===== src/rtl/branch_predictor.sv =====
// Direct-mapped 2-bit-counter branch predictor with tagged targets, EX-stage
// training, same-cycle misprediction redirect and saturating statistics.
module branch_predictor #(
  parameter int ENTRIES = 16,
  parameter int TAG_W   = 8
) (
  input  logic        clk,
  input  logic        rst_n,
  input  logic [31:0] if_pc,
  output logic        pred_taken,
  output logic [31:0] pred_target,
  input  logic        ex_valid,
  input  logic        ex_branch,
  input  logic [31:0] ex_pc,
  input  logic        ex_taken,
  input  logic [31:0] ex_target,
  input  logic        ex_pred_taken,
  input  logic [31:0] ex_pred_target,
  output logic        redirect,
  output logic [31:0] redirect_pc,
  input  logic        stat_clr,
  output logic [31:0] stat_branches,
  output logic [31:0] stat_mispredicts
);
  localparam int INDEX_W = $clog2(ENTRIES);

  logic             valid_q  [ENTRIES];
  logic [TAG_W-1:0] tag_q    [ENTRIES];
  logic [31:0]      target_q [ENTRIES];
  logic [1:0]       ctr_q    [ENTRIES];

  logic [31:0] br_cnt_q, br_cnt_d;
  logic [31:0] mis_cnt_q, mis_cnt_d;

  logic [INDEX_W-1:0] lk_idx, ex_idx;
  logic [TAG_W-1:0]   lk_tag, ex_tag;
  logic               lk_hit, ex_hit;
  logic               upd, mispredict;
  logic [1:0]         ctr_d;

  // PC bits outside index/tag only feed the +4 adders; keep the lint quiet.
  logic unused_pc_bits;
  assign unused_pc_bits = ^{if_pc, ex_pc};

  assign lk_idx = if_pc[INDEX_W+1:2];
  assign lk_tag = if_pc[INDEX_W+TAG_W+1:INDEX_W+2];
  assign lk_hit = valid_q[lk_idx] && (tag_q[lk_idx] == lk_tag);

  assign pred_taken  = lk_hit && ctr_q[lk_idx][1];
  assign pred_target = pred_taken ? target_q[lk_idx] : if_pc + 32'd4;

  assign ex_idx = ex_pc[INDEX_W+1:2];
  assign ex_tag = ex_pc[INDEX_W+TAG_W+1:INDEX_W+2];
  assign ex_hit = valid_q[ex_idx] && (tag_q[ex_idx] == ex_tag);
  assign upd    = ex_valid && ex_branch;

  assign mispredict  = upd && ((ex_taken != ex_pred_taken) ||
                               (ex_taken && (ex_pred_target != ex_target)));
  assign redirect    = mispredict;
  assign redirect_pc = ex_taken ? ex_target : ex_pc + 32'd4;

  always_comb begin
    ctr_d = ctr_q[ex_idx];
    if (ex_taken) begin
      if (ctr_q[ex_idx] != 2'b11) ctr_d = ctr_q[ex_idx] + 2'd1;
    end else begin
      if (ctr_q[ex_idx] != 2'b00) ctr_d = ctr_q[ex_idx] - 2'd1;
    end
  end

  always_ff @(posedge clk or negedge rst_n) begin
    if (!rst_n) begin
      for (int i = 0; i < ENTRIES; i++) begin
        valid_q[i]  <= 1'b0;
        tag_q[i]    <= '0;
        target_q[i] <= '0;
        ctr_q[i]    <= 2'b01;
      end
    end else if (upd) begin
      if (ex_hit) begin
        ctr_q[ex_idx] <= ctr_d;
        if (ex_taken) target_q[ex_idx] <= ex_target;
      end else if (ex_taken) begin
        // Taken miss evicts whatever aliases into this slot.
        valid_q[ex_idx]  <= 1'b1;
        tag_q[ex_idx]    <= ex_tag;
        target_q[ex_idx] <= ex_target;
        ctr_q[ex_idx]    <= 2'b10;
      end
    end
  end

  always_comb begin
    br_cnt_d  = br_cnt_q;
    mis_cnt_d = mis_cnt_q;
    if (stat_clr) begin
      br_cnt_d  = '0;
      mis_cnt_d = '0;
    end else begin
      if (upd && (br_cnt_q != 32'hFFFF_FFFF))         br_cnt_d  = br_cnt_q + 32'd1;
      if (mispredict && (mis_cnt_q != 32'hFFFF_FFFF)) mis_cnt_d = mis_cnt_q + 32'd1;
    end
  end

  always_ff @(posedge clk or negedge rst_n) begin
    if (!rst_n) begin
      br_cnt_q  <= '0;
      mis_cnt_q <= '0;
    end else begin
      br_cnt_q  <= br_cnt_d;
      mis_cnt_q <= mis_cnt_d;
    end
  end

  assign stat_branches    = br_cnt_q;
  assign stat_mispredicts = mis_cnt_q;

endmodule


===== config.mk =====
export PLATFORM = sky130hd
export DESIGN_NAME = branch_predictor
export DESIGN_NICKNAME = d
export VERILOG_FILES = /design/src/rtl/branch_predictor.sv
export SDC_FILE = /design/constraint.sdc
export NUM_CORES = 2
export LEC_CHECK = 0
export ABC_AREA = 0
export CAP_MARGIN = 30
export CORE_ASPECT_RATIO = 0.9
export CORE_MARGIN = 10
export CORE_UTILIZATION = 50
export CTS_CLUSTER_DIAMETER = 50
export DETAILED_ROUTE_END_ITERATION = 6
export HOLD_SLACK_MARGIN = 0.1
export PLACE_DENSITY = 0.81
export SYNTH_ARGS = -nofsm -noshare
export SYNTH_HDL_FRONTEND = slang
export SYNTH_SLANG_ARGS = --single-unit

===== constraint.sdc =====
create_clock -name clk -period 3.45 [get_ports clk]
set_input_delay 0.345 -clock clk [delete_from_list [all_inputs] [get_ports clk]]
set_output_delay 0.345 -clock clk [all_outputs]
set_load 0.005 [all_outputs]

==> out/results.txt <==
Post-route clock period utilization: 111%
Minimum clock period: 3840 ps
Static Leak: 21.1 nW
WHS Endpoint: stat_mispredicts[12]
CTS buffer count: 87
Clock Skews: 38.4 ps
Final non-filler cell total: 4197
Final Hold Fails: 0
Finish-stage setup viols: 33
Crit path max fanout: 7
WP data required: 3110 ps
Combinational cell fraction of total power: 15.2%
RSZ-0062 raised after global routing: true
Sw frac: 25.3%
Post-synthesis cell type count: 56
First-pass GRT wire length: 176000 um
Post-synthesis sequential area ratio: 49.3%
Design area: 46900 um^2
Fin. max-slew vios: 0
Gpl congestion: 0.904
Slowest stage cell on the critical path: mux4_2
Critical Path AT: 3490 ps
CTS tree: yes
NetSw: 6.07 mW
Largest net degree at the start of global routing: 107
Worst-Margin Slew: 1020 ps
Ys Warns: 0
Number of global-route vias before repair: 28000
H-Tree Level Count: 3
CTS Sinks: 752
Hold path cells: 2
Pwr dens: 512 nW/um^2
Via density: 6.23
Worst Hold Class: in2reg
I/O Pins: 265
Synth Cell Area: 38200 um^2
# rows: 96
Buffers on Ports: 264
Layout area overhead: 22.7%
DIE WIDTH: 311 um
Fmax achieved: 0.261 GHz
Detail Route Antenna Nets: 0
Bufs on Longest Clock Path: 3
Filler cells: 5264
CP max stage delay: 550 ps
Critical path class: reg2out
Relative slew slack: 32.1%
Die area: 87900 um^2
Syn Inst Count: 2742
Max_cap viols: 0
Share of total power in sequential cells: 44.0%
Nets: 3235
Worst R2R Start: tag_q[62]
Die span in y: 282 um
Final worst slack: -387 ps
Ys async rst share: 100%
Initial antenna violation count: 4
R2r endpoint: tag_q[63]
Post-DP Area: 43400 um^2
Routed vias: 26200
Top cell by count, worst path: buf_6
DRT Pass-1 Iters: 6
WL final: 116000 um
Core box area: 76000 um^2
Syn_area_per_cell: 13.9 um^2
Core Util, Final: 61.6%
Post-DP HPWL: 75700 um
Clk root buf: clkbuf_16
DRC Markers: 0
Violated checks: negative setup slack
Status: finished with violations
R2r setup slk: 310 ps
Post-Synthesis Net Count: 2884
Worst setup SP type: flip-flop
Layout cell share with drive strength beyond 1: 43.5%
Gr ovfl total: 0
Post-synth EDFFs: 0
Worst reg-to-reg path cell count: 10
Critical path capture point type: primary output
Clock Power Share: 40.9%
Crit path cell chain: mux4_2, mux2i_4, mux2i_1, a221o_1, nor3_2, nand4b_1, buf_6, buf_12, clkbuf_16, mux2_2, buf_6
Starting Density: 50.2%
Number of DRC markers in iteration 0: 2772
Power Internal: 17.9 mW
Clock slew at the register clock pins of the worst setup and hold paths: 60 ps
Worst hold start: stat_clr
Register bit count reported by yosys: 752
Insertion delay to the later sink of the worst-skew pair: 650 ps
Largest vdd supply drop: 361 uV
Per-cell routed wire length: 27.6 um
Placed insts: 4023
Overall Global Routing Usage: 26.1%
Top_reg_cell synth: dfrtp_1
[cell type report]
class | count | area [um^2] | area share, %
multi-input cells | 1721 | 18500 | 39.5
repair buffers | 508 | 5010 | 10.7
clock buffers | 117 | 2490 | 5.32
inverters | 23 | 86.3 | 0.184
diodes | 1 | 2.50 | 0.00534
well taps | 1029 | 1290 | 2.75
clock inverters | 46 | 623 | 1.33
flip-flops and latches | 752 | 18800 | 40.2
[stage by stage]
step / worst slack (ps) / setup TNS (ps) / hold slack [ps] / power, mW
finish: -387 / -9870 / 299 / 24.0
global route: -435 / -11650 / 317 / 24.8
CTS: -386 / -10080 / 250 / 24.0
detailed placement: -560 / -20440 / 468 / 14.2
global placement: -624 / -20180 / 457 / 13.9
floorplan: 51.2 / 0 / 49.4 / 12.7
[power groups by stage]
stage | sequential (mW) | clock [mW] | combinational, mW
after floorplan | 10.4 | 0 | 2.31
after global placement | 10.5 | 0 | 3.39
after detailed placement | 10.6 | 0 | 3.55
after CTS | 10.5 | 9.89 | 3.61
after global routing | 10.6 | 10.3 | 3.88
final | 10.6 | 9.81 | 3.64
[cell families after synthesis]
group                      count (synthesis)  share of synthesized area (%)
muxes                                    968                           36.0
buffers and inverters                    269                           3.02
DFF                                      752                           49.3
adders and majority gates                  9                          0.282
xor gates and xnor gates                 143                           3.28
and+or+nand+nor                          479                           6.24
AOI/OAI and AO/OA                        122                           1.86
[how the worst max path moves through the flow]
| stage | startpoint | to | slack (ps) | depth (start not counted) |
|---|---|---|---|---|
| after detailed placement | ex_pc[4] | redirect_pc[31] | -560 | 11 |
| after CTS | tag_q[98] | pred_target[28] | -390 | 10 |
| after floorplan | if_pc[3] | pred_target[0] | 50 | 9 |
| final | tag_q[5] | pred_target[30] | -390 | 11 |
| after global routing | tag_q[90] | pred_target[30] | -430 | 10 |
| after global placement | ex_pc[4] | redirect_pc[31] | -620 | 11 |
[critical path: cells and delay by family (launching register included)]
family | cells | cell delay (ps)
multiplexers | 4 | 1130
buffers and inverters | 4 | 620
flip-flops | 1 | 420
AO/OA/AOI/OAI | 1 | 340
AND/OR/NAND/NOR | 2 | 330
[cell usage after synthesis (all sizes together), types with 12 or more instances]
cell / instances / area [um^2]
mux4: 241 / 5430
mux2i: 53 / 531
nor3: 37 / 245
buf: 80 / 445
and3: 20 / 125
nor2b: 34 / 213
nand2: 149 / 559
o21ai: 61 / 305
dfrtp: 736 / 18400
nor2: 87 / 327
inv: 22 / 82.6
or2: 17 / 106
xor2: 62 / 543
mux2: 674 / 7800
xnor2: 81 / 709
and4: 12 / 105
clkbuf: 166 / 623
nand3: 63 / 320
dfstp: 16 / 420
nand4: 35 / 219
a21oi: 30 / 150
[per-layer routing]
| layer | vias to the layer above | track usage [%] | wire (um) |
|---|---|---|---|
| li1 | 10800 | - | - |
| met1 | 13800 | 32.2 | 44100 |
| met2 | 1294 | 43.1 | 56500 |
| met3 | 313 | 5.80 | 9330 |
| met4 | 4 | 13.3 | 6060 |
| met5 | - | 0 | 27 |
[flip-flops by register name (all words and copies together), names as in the netlist]
register,cells
stat_mispredicts,32
stat_branches,32
ctr_q,32
valid_q,16
tag_q,128
target_q,512
[cells in the final DEF, fill, tap and decap left out, types with 10 or more instances in the layout]
| master | Yosys | final |
|---|---|---|
| a21oi_1 | 30 | 30 |
| and3_1 | 20 | 18 |
| and4_1 | 12 | 11 |
| buf_12 | 0 | 45 |
| buf_2 | 35 | 21 |
| buf_4 | 5 | 194 |
| buf_6 | 11 | 21 |
| bufinv_16 | 0 | 11 |
| clkbuf_1 | 166 | 13 |
| clkbuf_16 | 0 | 91 |
| clkbuf_8 | 0 | 14 |
| clkdlybuf4s50_1 | 0 | 210 |
| clkinv_2 | 0 | 13 |
| clkinvlp_4 | 0 | 12 |
| dfrtp_1 | 736 | 735 |
| dfstp_2 | 16 | 16 |
| inv_1 | 21 | 21 |
| mux2_1 | 61 | 61 |
| mux2_2 | 557 | 554 |
| mux2_4 | 56 | 59 |
| mux2i_1 | 53 | 50 |
| mux4_2 | 241 | 241 |
| nand2_1 | 149 | 135 |
| nand2_2 | 0 | 14 |
| nand3_1 | 62 | 58 |
| nand4_1 | 35 | 35 |
| nor2_1 | 87 | 85 |
| nor2b_1 | 34 | 34 |
| nor3_1 | 25 | 24 |
| nor3_2 | 12 | 13 |
| o21ai_0 | 61 | 56 |
| or2_2 | 10 | 10 |
| xnor2_1 | 81 | 68 |
| xnor2_2 | 0 | 11 |
| xor2_1 | 62 | 60 |
[repair_timing]
action / CTS / global route
hold buffers: 1 / 0
gates resized for setup: 178 / 39
pin swaps: 8 / 9
setup buffers: 7 / 1
endpoints found under the setup margin: 48 / 42
gates cloned: 1 / 1
endpoints found under the hold margin: 87 / 0
Power figures use the tool's default switching activity.
